File: src/rtl/shift_issue_stage_pkg.sv
// Shared types and helpers for the shifter issue stage.
// No logic; constants, op encoding, stored entry layout and bit-reverse.
// Backpressure: n/a.
package shift_pkg;

   localparam int WIDTH = 32;
   localparam int SHW   = 5;

   typedef enum logic [1:0] {
      SHIFT_SLL = 2'd0,
      SHIFT_SRL = 2'd1,
      SHIFT_SRA = 2'd2,
      SHIFT_ILL = 2'd3
   } shift_op_t;

   // Pre-conditioned request as seen by the right-shift stage chain.
   typedef struct packed {
      logic [WIDTH-1:0] data;
      logic             fill;
      logic [SHW-1:0]   en;
      logic             rev;
      logic             err;
   } shift_entry_t;

   function automatic logic [WIDTH-1:0] bitrev(input logic [WIDTH-1:0] v);
      logic [WIDTH-1:0] r;
      r = '0;
      for (int i = 0; i < WIDTH; i++) begin
         r[i] = v[WIDTH-1-i];
      end
      return r;
   endfunction

endpackage

File: src/rtl/shift_issue_stage_if.sv
// Request and stage-chain handshake bundle for the shifter issue stage.
// Latency: n/a (wires only).
// Backpressure: in_ready toward master, out_ready toward slave.
interface shift_issue_if;
   import shift_pkg::*;

   logic             in_valid;
   logic             in_ready;
   logic [1:0]       in_op;
   logic [WIDTH-1:0] in_a;
   logic [SHW-1:0]   in_shamt;

   logic             out_valid;
   logic             out_ready;
   logic [WIDTH-1:0] out_data;
   logic             out_fill;
   logic [SHW-1:0]   out_en;
   logic             out_rev;
   logic             out_err;

   // Upstream requester that also consumes the conditioned head entry.
   modport master (
      output in_valid, in_op, in_a, in_shamt, out_ready,
      input  in_ready, out_valid, out_data, out_fill, out_en, out_rev, out_err
   );

   // The issue stage itself.
   modport slave (
      input  in_valid, in_op, in_a, in_shamt, out_ready,
      output in_ready, out_valid, out_data, out_fill, out_en, out_rev, out_err
   );
endinterface

File: src/rtl/shift_issue_stage_fifo.sv
// Two-entry FIFO of a generic entry type with count and 1-bit pointers.
// Latency: pushed entry is visible at the head one cycle after the push edge.
// Backpressure: push_ready is registered (count<DEPTH) and ignores pop_ready.
module shift_entry_fifo #(
   parameter type T     = logic [7:0],
   parameter int  DEPTH = 2
) (
   input  logic clk,
   input  logic n_rst,
   input  logic push_valid,
   output logic push_ready,
   input  T     push_data,
   output logic pop_valid,
   input  logic pop_ready,
   output T     pop_data
);

   localparam int            CW   = $clog2(DEPTH + 1);
   localparam logic [CW-1:0] FULL = CW'(DEPTH);

   // Pointers are single bits, so this structure only works for DEPTH=2.
   T              mem [DEPTH];
   logic [CW-1:0] count;
   logic [CW-1:0] count_nxt;
   logic          wr_ptr;
   logic          rd_ptr;
   logic          ready_q;
   logic          push;
   logic          pop;

   assign push       = push_valid & ready_q;
   assign pop        = pop_valid & pop_ready;
   assign pop_valid  = (count != '0);
   assign push_ready = ready_q;
   // Head is forced to zero when empty so idle outputs are clean.
   assign pop_data   = pop_valid ? mem[rd_ptr] : '0;

   // Occupancy after this cycle's push/pop.
   always_comb begin
      count_nxt = count;
      case ({push, pop})
         2'b10:   count_nxt = count + CW'(1);
         2'b01:   count_nxt = count - CW'(1);
         default: count_nxt = count;
      endcase
   end

   // Count, pointers and ready flag; ready is derived from next count so it
   // is a flop yet always equals count<DEPTH, and stays low during reset.
   always_ff @(posedge clk or negedge n_rst) begin
      if (!n_rst) begin
         count   <= '0;
         wr_ptr  <= 1'b0;
         rd_ptr  <= 1'b0;
         ready_q <= 1'b0;
      end else begin
         count   <= count_nxt;
         ready_q <= (count_nxt < FULL);
         if (push) wr_ptr <= ~wr_ptr;
         if (pop)  rd_ptr <= ~rd_ptr;
      end
   end

   // Entry storage; cleared on reset so nothing stale survives.
   always_ff @(posedge clk or negedge n_rst) begin
      if (!n_rst) begin
         for (int i = 0; i < DEPTH; i++) begin
            mem[i] <= '0;
         end
      end else if (push) begin
         mem[wr_ptr] <= push_data;
      end
   end

endmodule

File: src/rtl/shift_issue_stage.sv
// Issue stage: decodes shift op, pre-conditions operand, buffers in 2-entry FIFO.
// Latency: 1 cycle from accepted request to head on out_*; 1/cycle sustained.
// Backpressure: in_ready=0 when both entries are full, independent of out_ready.
module shift_issue_stage
   import shift_pkg::*;
#(
   parameter int DEPTH = 2
) (
   input  logic          clk,
   input  logic          n_rst,
   shift_issue_if.slave  bus
);

   shift_entry_t ent_in;
   shift_entry_t ent_head;
   logic         head_valid;
   logic         push_ready;

   // Conditioning happens at push time so outputs come only from stored state.
   // Left shifts are reversed so the right-shift chain can serve them.
   always_comb begin
      ent_in      = '0;
      ent_in.data = bus.in_a;
      ent_in.en   = bus.in_shamt;
      case (shift_op_t'(bus.in_op))
         SHIFT_SLL: begin
            ent_in.data = bitrev(bus.in_a);
            ent_in.rev  = 1'b1;
         end
         SHIFT_SRL: begin
            ent_in.fill = 1'b0;
         end
         SHIFT_SRA: begin
            ent_in.fill = bus.in_a[WIDTH-1];
         end
         default: begin
            // Illegal op: operand passes through unshifted and is flagged.
            ent_in.en  = '0;
            ent_in.err = 1'b1;
         end
      endcase
   end

   shift_entry_fifo #(
      .T     (shift_entry_t),
      .DEPTH (DEPTH)
   ) u_fifo (
      .clk        (clk),
      .n_rst      (n_rst),
      .push_valid (bus.in_valid),
      .push_ready (push_ready),
      .push_data  (ent_in),
      .pop_valid  (head_valid),
      .pop_ready  (bus.out_ready),
      .pop_data   (ent_head)
   );

   assign bus.in_ready  = push_ready;
   assign bus.out_valid = head_valid;
   assign bus.out_data  = ent_head.data;
   assign bus.out_fill  = ent_head.fill;
   assign bus.out_en    = ent_head.en;
   assign bus.out_rev   = ent_head.rev;
   assign bus.out_err   = ent_head.err;

endmodule

File: src/flat_wrapper.sv
// flat-port wrapper written by rule: the top's interface ports become plain ports
module shift_issue_stage_flat import shift_pkg::*;
#(
   parameter int DEPTH = 2
)
  (clk, n_rst, bus_in_valid, bus_in_op, bus_in_a, bus_in_shamt, bus_out_ready, bus_in_ready, bus_out_valid, bus_out_data, bus_out_fill, bus_out_en, bus_out_rev, bus_out_err);
  shift_issue_if bus_i ();
  input  logic clk;
  input  logic n_rst;
  input wire logic [$bits(bus_i.in_valid)-1:0] bus_in_valid;
  input wire logic [$bits(bus_i.in_op)-1:0] bus_in_op;
  input wire logic [$bits(bus_i.in_a)-1:0] bus_in_a;
  input wire logic [$bits(bus_i.in_shamt)-1:0] bus_in_shamt;
  input wire logic [$bits(bus_i.out_ready)-1:0] bus_out_ready;
  output wire logic [$bits(bus_i.in_ready)-1:0] bus_in_ready;
  output wire logic [$bits(bus_i.out_valid)-1:0] bus_out_valid;
  output wire logic [$bits(bus_i.out_data)-1:0] bus_out_data;
  output wire logic [$bits(bus_i.out_fill)-1:0] bus_out_fill;
  output wire logic [$bits(bus_i.out_en)-1:0] bus_out_en;
  output wire logic [$bits(bus_i.out_rev)-1:0] bus_out_rev;
  output wire logic [$bits(bus_i.out_err)-1:0] bus_out_err;
  assign bus_i.in_valid = bus_in_valid;
  assign bus_i.in_op = bus_in_op;
  assign bus_i.in_a = bus_in_a;
  assign bus_i.in_shamt = bus_in_shamt;
  assign bus_i.out_ready = bus_out_ready;
  assign bus_in_ready = bus_i.in_ready;
  assign bus_out_valid = bus_i.out_valid;
  assign bus_out_data = bus_i.out_data;
  assign bus_out_fill = bus_i.out_fill;
  assign bus_out_en = bus_i.out_en;
  assign bus_out_rev = bus_i.out_rev;
  assign bus_out_err = bus_i.out_err;
  shift_issue_stage #(.DEPTH(DEPTH)) u_core (.clk(clk), .n_rst(n_rst), .bus(bus_i));
endmodule
File: config.mk
export PLATFORM = sky130hd
export DESIGN_NAME = shift_issue_stage_flat
export DESIGN_NICKNAME = d
export VERILOG_FILES = /design/src/rtl/shift_issue_stage_pkg.sv /design/src/rtl/shift_issue_stage_if.sv /design/src/rtl/shift_issue_stage_fifo.sv /design/src/rtl/shift_issue_stage.sv /design/src/flat_wrapper.sv
export SDC_FILE = /design/constraint.sdc
export NUM_CORES = 1
export LEC_CHECK = 0
export BUFFER_PORTS_ARGS = -buffer_cell sky130_fd_sc_hd__buf_4
export CAP_MARGIN = 20
export CORE_MARGIN = 3
export CORE_UTILIZATION = 50
export DETAILED_ROUTE_END_ITERATION = 10
export PLACE_DENSITY_LB_ADDON = 0.3
export SLEW_MARGIN = 20
export SYNTH_ARGS = -nofsm -noshare
export SYNTH_HDL_FRONTEND = slang
export SYNTH_HIERARCHICAL = 1
export SYNTH_SLANG_ARGS = --single-unit
File: constraint.sdc
create_clock -name clk -period 1.52 [get_ports clk]
set_input_delay 0.228 -clock clk [delete_from_list [all_inputs] [get_ports clk]]
set_output_delay 0.228 -clock clk [all_outputs]
set_load 0.1 [all_outputs]
**Word level (Yosys, flattened, before mapping)**

Cells that the tools add are included.

- Flip-flop bits (word level): 85
- Input port bits: 43
- Output and inout port bits: 42

- $add $sub $neg: 2
- $lt $le $gt $ge: 4
- Equality and inequality tests: 4
- Multiplexer cells: 13
- Bitwise operators: 6
- Reductions and logical operators: 4

Operator list:

| cell | count |
|---|---|
| 2-to-1 mux 40 bit | 5 |
| bitwise mux 80 bit | 1 |
| demux 40 bit (select 1 bit) | 1 |
| 2-to-1 mux 32 bit | 1 |
| 2-to-1 mux 5 bit | 1 |
| equality test 2 x 1 -> 1 bit (second input constant) | 2 |
| equality test 2 bit (second input constant) | 2 |
| greater-or-equal comparator 2 bit (second input constant) | 2 |
| NOT 1 -> 2 bit | 2 |
| case mux 2 bit (2 select lines) | 1 |
| 2-to-1 mux 1 bit | 3 |
| OR reduction 3 bit | 1 |
| adder 2 x 1 -> 2 bit (second input constant) | 1 |
| bitwise AND 1 bit | 2 |
| zero test 2 bit | 1 |
| < comparator 2 x 1 -> 1 bit (second input constant) | 1 |
| < comparator 2 bit (second input constant) | 1 |
| NOT 1 bit | 2 |
| nonzero test 2 bit | 1 |
| subtractor 2 x 1 -> 2 bit (second input constant) | 1 |
| logical AND 1 bit | 1 |

**Longest topological paths before layout**

Gate-level depths: netlist of run 1.

- Depth after elaboration: 6
- Mapped depth: 7
- Gate-level depth less buffers: 7

**By module**

The synthesis of run 1 kept the hierarchy.

By module, submodules not included:

| module | times used | cells each | area each (um2) | seq. area each (um2) |
|---|---|---|---|---|
| shift_entry_fifo | 1 | 278 | 3973.8 | 2127.0 |
| shift_issue_stage | 1 | 44 | 456.7 | 0.0 |

**Least setup slack after synthesis of run 1**

No wires, ideal clock.

- Path type: register -> output
- Start: reg u_core.u_fifo.rd_ptr
- End: out bus_out_data[0]
- Data arrival time: 2099 ps
- Required time: 1292 ps
- Setup slack: -807 ps
- Stages on the path, launching flop included: 5
- Path through: dfrtp_1 clkbuf_1 buf_2 mux2i_1 nor2_1

- Cells in the longest elaborated chain, start to end: 5

Ends and longest elaborated chain:

| item | line | RTL |
|---|---|---|
| start, declared | shift_issue_stage_fifo.sv:26 | `logic rd_ptr;` |
| start signal, assigned | shift_issue_stage_fifo.sv:60 | `if (pop) rd_ptr <= ~rd_ptr;` |
| NOT 1 -> 2 bit (not written as such) | shift_issue_stage_fifo.sv:36 | `assign pop_data = pop_valid ? mem[rd_ptr] : '0;` |
| 2-to-1 mux 40 bit (not written as such) (3 in series) | shift_issue_stage_fifo.sv:36 |  |
| 2-to-1 mux 40 bit | shift_issue_stage_fifo.sv:36 |  |
| end, declared | flat_wrapper.sv:17 | `output wire logic [$bits(bus_i.out_data)-1:0] bus_out_data;` |

Every way passes these cells. The select of a mux whose other input is x is not followed.

**Worst setup path after layout of run 1**

- Start: reg u_core.u_fifo.rd_ptr
- End: out bus_out_data[21]

Same word-level chain as after synthesis.

==> out/qor.txt, run 1 <==
Slew HR - 74.30%
Syn Area/Cell - 13.76 um^2
total CTS buffers - 9
final setup violation count - 44
status - finished with violations
Core Area - 8423 um^2
Synth Register Bits - 85
Cell Rows - 33
final setup TNS - -11010 ps
layout cell share with drive strength beyond 1 - 73.95%
number of global-route vias before repair - 3098
IO Count - 85
Synthesis Warnings - 6
CP Max Fanout - 5
initial antenna violation count - 0
Worst Max-Slew Pin Slew - 385.4 ps
post-synthesis mux area share - 40.89%
Post-Syn Instances - 322
post-synthesis xor/xnor area fraction - 0.9884%
Die Y - 100.1 um
initial core utilization - 52.60%
Final min period - 1837 ps
RR Endpoint - u_core/u_fifo/push_ready
critical path class - reg2out
routed len/inst - 19.96 um
CP peak stage delay - 430 ps
Layout Nets - 470
worst hold path class - in2reg
post-synth top area cell - dfrtp_1
global-route wire length before repair - 15580 um
Via density - 5.452
FF-to-FF setup slack - -210 ps
Worst path slowest cell - dfrtp_2
final hold viol count - 0
worst slack, placed - -20.44 ps
Post-Syn Nets - 366
gr ovfl total - 0
Seq/Total Area, Yosys - 48.01%
area growth from synthesis to final layout - 49.93%
Iter 0 DRT Violations - 85
main combinational cell family by area after synthesis - multiplexers
max cap viols - 0
clock edge transition at the registers on the reported setup and hold paths - 90 ps
Synth Area in Compound Gates - 0%
Fmax - 544.2 MHz
maximum number of pins on one net before global-route repair - 34
H-tree levels - 3
Worst setup SP type - flop
failing checks - setup timing
HPWL Detailed - 6439 um
setup ws final - -317.4 ps
Root Buffer - clkbuf_8
vias - 2917
clock latency on the worst-skew pair - 340 ps
Synth top area share - 48.01%
die area - 10030 um^2
Final Skew - 12.17 ps
final core occ - 78.86%
Synth Area in Simple Gates - 5.507%
CP startpoint - u_core/u_fifo/rd_ptr
die width - 100.1 um
CP endpoint - bus_out_data[21]
RSZ-0062 raised after global routing - true
Routed Antenna Nets - 0
# port buffers - 84
fin crit share - 120.9%
CP Data Arrival Time - 1610 ps
Residual DRC - 0
Placer Congestion - 0.7117
Mapped Area - 4430 um^2
Total Wirelength - 10680 um
drt first pass iters - 4
Final Slew Violations - 0
fraction of the mapped netlist area in adder cells - 0.2824%
GRT Overall Usage - 19.86%
Critical Path RT - 1290 ps
dominant cells by area after synthesis - dfrtp_1, mux2_2, mux2_4
Crit. End Element - output pin
CTS tree - done
Worst Reg-to-Reg Cells - 9
Synth cell types - 20
CTS Buffer Depth - 2
Sink Count - 85
antenna diode count - 0
most frequent CP cell - buf_12
crit-path cells - buf_12, clkbuf_16, mux2i_4, nor2_2, buf_12
==> synthesized netlist by cell type <==
cell and n:
or2_1 1, ha_1 1, nand2_2 1, xnor2_1 3, buf_12 4, nor2_1 42
clkbuf_1 5, inv_1 2, buf_6 4, mux2_2 72, dfrtp_1 85, and2_1 6
nand3_1 1, xor2_1 2, mux2i_1 40, nand2_1 3, mux2_4 40, nor2_4 1
buf_2 8, and3b_1 1
==> critical path: cells and delay by family, from the launching register on <==
kind / cells / cell delay [ps]
flops: 1 / 430
simple gates: 1 / 140
mux: 1 / 190
buf+inv: 3 / 510
==> cell families (layout without fill, tap and decap cells) <==
logic type,Yosys count,count (layout)
xor+xnor,5,5
fa+ha+maj,1,1
buf+inv,23,131
flops,85,85
mux,152,152
simple gates,56,56
==> routing by layer <==
metal / part of all wire, % / track usage [%] / up-vias / wire length, um
met5: 0 / 0 / - / 0
met4: 0.77 / 5.907 / 0 / 82
met3: 3.5 / 3.336 / 6 / 378
met2: 53 / 32.82 / 61 / 5667
met1: 43 / 27.01 / 1524 / 4549
li1: - / - / 1326 / -
==> flip-flops by register name (all words and copies together) (netlist names), named ones only <==
name / flops
u_core/u_fifo/mem: 80
u_core/u_fifo/rd_ptr: 1
u_core/u_fifo/count: 1
u_core/u_fifo/push_ready: 1
u_core/u_fifo/wr_ptr: 1
==> cell usage in the layout (no fill, tap or decap), types with 5 or more instances in the layout <==
master | Yosys | final
buf_4 | 0 | 50
nor2_4 | 1 | 26
buf_12 | 4 | 48
nor2_2 | 0 | 17
mux2_2 | 72 | 72
buf_6 | 4 | 6
dfrtp_1 | 85 | 83
clkbuf_8 | 0 | 11
mux2_4 | 40 | 40
mux2i_1 | 40 | 14
and2_1 | 6 | 5
mux2i_2 | 0 | 18
mux2i_4 | 0 | 8
==> metrics by stage <==
step                instance area, um^2  hold WS [ps]  cells
global placement                   5530         173.6    507
detailed placement                 5530         174.8    507
global route                       6643         237.9    535
CTS                                6135         228.5    528
floorplan                          4682        -67.59    322
finish                             6643         245.7    535
==> final cells by class <==
class | instances | area (um^2)
tap | 105 | 131.4
fill | 482 | 1780
multi-input combinational | 214 | 2552
timing repair buffer | 114 | 1617
inverter | 2 | 11.26
sequential | 85 | 2132
clock buffer | 12 | 155.1
clock inverter | 3 | 43.79
==> worst min-delay path by stage <==
stage,startpoint,to,slack [ps],cells past startpoint
3_5_place_dp,n_rst,u_core/u_fifo/mem[0],170,1
4_1_cts,bus_in_shamt[0],u_core/u_fifo/mem[42],230,3
5_1_grt,bus_in_shamt[0],u_core/u_fifo/mem[42],240,3
3_3_place_gp,n_rst,u_core/u_fifo/mem[0],170,1
6_report,bus_in_shamt[4],u_core/u_fifo/mem[46],250,3
2_1_floorplan,n_rst,async pin,-70,0
==> what timing repair did <==
item                                    CTS  global route
endpoints found under the hold margin    25             0
pin swaps                                 4             4
cloned                                    2             5
endpoints found under the setup margin   43            49
setup buffers                             3             2
hold buffers                              1             0
resized for setup                        76            86
Power of run 1 is not shown: default switching activity piles up to over one toggle a cycle in this logic, so the estimate is an artifact.
==> run 2, diff against run 1 <==
- ABC_CLOCK_PERIOD_IN_PS: not set -> 2200
- CORE_UTILIZATION: 50 -> 60
- SKIP_CTS_REPAIR_TIMING: not set -> 1
- clock period: 1.52 -> 2.2 ns (I/O delays scaled with it)
==> run 2 against run 1 <==
The run ends with hold timing left. Non-clock buffer count decreased by 20. Hold slack got worse by 260 ps. Global-route usage increased by 2.5 points. Routed wire length decreased by 18%. Register-to-register slack improved by 760 ps. Critical path depth decreased by 1. Clock skew about the same. Cell area decreased by 18%. Critical endpoint is now bus_out_data[22].
==> out/qor.txt, run 2 (same netlist as run 1, synthesis figures left out) <==
filler instances - 463
Final Cell Area - 5445 um^2
CTS tree - done
worst hold slack - -12.26 ps
Cell Rows - 30
vias - 2740
initial core utilization - 63.46%
number of global-route vias before repair - 3031
most common cell after layout, fill and taps aside - buf_4
Top reg by flops - u_core/u_fifo/mem
commonest cells after routing, fill and taps aside - buf_4, dfrtp_1, mux2_2
initial antenna violation count - 0
final setup violation count - 0
worst slack, placed - 535.6 ps
Critical Path RT - 1870 ps
status - finished with violations
HPWL Detailed - 6024 um
area growth from synthesis to final layout - 22.90%
die area - 8451 um^2
Fmax - 484.1 MHz
worst hold path class - in2async
CTS Buffer Depth - 2
global-route wire length before repair - 14950 um
H-tree levels - 3
Sink Count - 85
Total Wirelength - 8748 um
die width - 91.93 um
routed len/inst - 17.25 um
failing checks - hold timing
layout cell share with drive strength beyond 1 - 65.21%
Placed Area - 5249 um^2
GRT Overall Usage - 22.39%
clock edge transition at the registers on the reported setup and hold paths - 80 ps
max cap viols - 0
Worst Max-Slew Pin Slew - 615.3 ps
gr ovfl total - 0
Placer Congestion - 0.7430
Core Area - 6982 um^2
Worst setup SP type - flop
antenna diode count - 0
FF+latch area - 2128 um^2
Final Skew - 12.24 ps
Slew HR - 58.98%
Crit. End Element - output pin
CP Max Fanout - 19
final hold viol count - 14
CP Data Arrival Time - 1740 ps
total CTS buffers - 9
drt first pass iters - 4
Final Slew Violations - 0
Root Buffer - clkbuf_8
maximum number of pins on one net before global-route repair - 49
critical path class - reg2out
max reg flops - 80
RSZ-0062 raised after global routing - false
Iter 0 DRT Violations - 105
fin crit share - 93.90%
setup ws final - 134.2 ps
clock latency on the worst-skew pair - 350 ps
IO Count - 85
Worst Reg-to-Reg Cells - 6
Final min period - 2066 ps
area of the multi-input gates - 2225 um^2
# port buffers - 84
Via density - 5.404
FF-to-FF setup slack - 550 ps
Die Y - 91.93 um
Routed Antenna Nets - 0
final setup TNS - 0 ps
Layout Nets - 450
Residual DRC - 0
## run 2: cell count changes in the layout (fill, tap and decap cells not counted), sizes merged
cell	delta
clkinvlp	+1
dlygate4sd3	-1
clkbuf	-6
inv	+2
buf	-16
clkinv	+1
## run 2: cell type report
type	count	area share [%]
flip-flops and latches	85	39.09
repair buffers	94	14.11
clock inverters	7	1.333
inverters	2	0.1379
clock buffers	9	2.275
multi-input cells	214	40.85
well taps	96	2.206
## run 2: metrics by stage
stage               util, %  instances
floorplan                 -        322
global placement      75.18        491
detailed placement    75.18        491
CTS                   77.99        507
global route          77.99        507
finish                77.99        507
## run 2: worst max path at each step
stage / depth (start not counted) / slack, ps / from / to
after floorplan: 6 / 100 / flop / flop
after global placement: 4 / 560 / u_core/u_fifo/rd_ptr / bus_out_data[22]
after detailed placement: 4 / 540 / u_core/u_fifo/rd_ptr / bus_out_data[22]
after CTS: 4 / 140 / u_core/u_fifo/rd_ptr / bus_out_data[22]
after global routing: 4 / 70 / u_core/u_fifo/rd_ptr / bus_out_data[22]
final: 4 / 130 / u_core/u_fifo/rd_ptr / bus_out_data[22]
## run 2: metal layers
layer,wire length (um),global-route usage [%]
met1,3779,29.23
met4,96,6.064
met3,358,4.512
met2,4513,38.14
met5,0,0
## run 2: critical path, stage by stage, from the launching register on
cell and delay [ps]:
dfrtp_2 530, buf_12 220, mux2i_1 330, nor2_2 50
buf_4 240
Power of run 2 is left out for the same reason.
==> run 3, diff against run 2 <==
- ABC_CLOCK_PERIOD_IN_PS: 2200 -> 2600
- clock period: 2.2 -> 2.6 ns (I/O delays scaled with it)
==> run 3 against run 2 <==
The run now ends clean. Routed wire length grew 3.1%. Hold slack gained 29 ps. Cell area shrank 2.0%. Critical path type unchanged.
==> out/qor.txt, run 3 (same netlist as run 1, synthesis figures left out) <==
status - completed
Fmax - 469.2 MHz
vias - 2759
HPWL Detailed - 5997 um
area of the multi-input gates - 2120 um^2
CTS Buffer Depth - 2
layout cell share with drive strength beyond 1 - 55.15%
Root Buffer - clkbuf_8
Cell Rows - 30
clock latency on the worst-skew pair - 350 ps
GRT Overall Usage - 22.51%
Crit. End Element - output pin
most common cell after layout, fill and taps aside - buf_4
Layout Nets - 447
FF+latch area - 2128 um^2
IO Count - 85
CP Data Arrival Time - 1740 ps
final hold viol count - 0
clock edge transition at the registers on the reported setup and hold paths - 90 ps
Top reg by flops - u_core/u_fifo/mem
initial core utilization - 63.46%
Total Wirelength - 9018 um
Final Slew Violations - 0
RSZ-0062 raised after global routing - false
Critical Path RT - 2210 ps
antenna diode count - 0
worst hold path class - in2async
final setup TNS - 0 ps
area growth from synthesis to final layout - 20.47%
maximum number of pins on one net before global-route repair - 44
CP Max Fanout - 37
drt first pass iters - 4
max cap viols - 0
global-route wire length before repair - 15120 um
number of global-route vias before repair - 3009
# port buffers - 84
filler instances - 461
routed len/inst - 17.89 um
final setup violation count - 0
Sink Count - 85
commonest cells after routing, fill and taps aside - buf_4, dfrtp_1, mux2_2
fin crit share - 81.97%
Core Area - 6982 um^2
Final Skew - 13.77 ps
Slew HR - 60.25%
Placer Congestion - 0.7474
gr ovfl total - 0
CTS tree - done
Iter 0 DRT Violations - 133
critical path class - reg2out
H-tree levels - 3
max reg flops - 80
Residual DRC - 0
dpl cells - 488
Worst setup SP type - flop
Worst Reg-to-Reg Cells - 7
die width - 91.93 um
die area - 8451 um^2
total CTS buffers - 9
initial antenna violation count - 0
Final min period - 2131 ps
Worst Max-Slew Pin Slew - 595.5 ps
Routed Antenna Nets - 0
Via density - 5.474
Post-Layout Cell Count - 504
Die Y - 91.93 um
==> run 3: cell types whose count changed in the layout (fill, tap and decap cells not counted), moves of 2 or more <==
cell	before	now
buf_4	89	87
nor2_1	1	41
nor2_2	40	1
clkinv_2	2	0
==> run 3: final cells by class <==
type	instances	share of cell area, %
Timing Repair Buffer	91	13.74
Clock buffer	9	2.321
Multi-Input combinational cell	214	39.71
Clock inverter	7	1.969
Inverter	2	0.1406
Sequential cell	85	39.87
Tap cell	96	2.250
==> run 3: metal layers <==
metal	vias up	track usage [%]	part of all wire, %
li1	1283	-	-
met3	9	3.363	3.8
met4	0	6.931	1.2
met5	-	0	0
met2	59	37.23	51
met1	1408	30.84	44
==> run 3: final timing paths <==
| path | startpoint | slack [ps] | to |
|---|---|---|---|
| setup reg to reg | flop | 690 | flop |
| max in group asynchronous | n_rst | 1960 | u_core/u_fifo/mem[29] |
| min in group clk | bus_in_valid | 360 | u_core/u_fifo/wr_ptr |
| setup / recovery | u_core/u_fifo/rd_ptr | 470 | bus_out_rev |
| hold reg to reg | u_core/u_fifo/mem[29] | 510 | u_core/u_fifo/mem[29] |
| hold / removal | n_rst | 20 | u_core/u_fifo/mem[46] |
==> run 3: per-stage QoR <==
step                util (%)  setup slack (ps)  area, um^2  hold slack (ps)
floorplan                  -             110.9        4431            94.41
global placement       73.17             787.8        5109            415.8
detailed placement     73.17             716.2        5109            421.3
CTS                    76.45             458.3        5338            34.91
global route           76.45             384.1        5338            48.97
finish                 76.45             468.8        5338            16.75
==> run 3: critical path, cell delays in order, from the launching register on <==
cell and delay, ps:
dfrtp_2 470, buf_12 290, mux2i_1 130, nor2_1 150
buf_4 320
Power of run 3 is left out for the same reason.
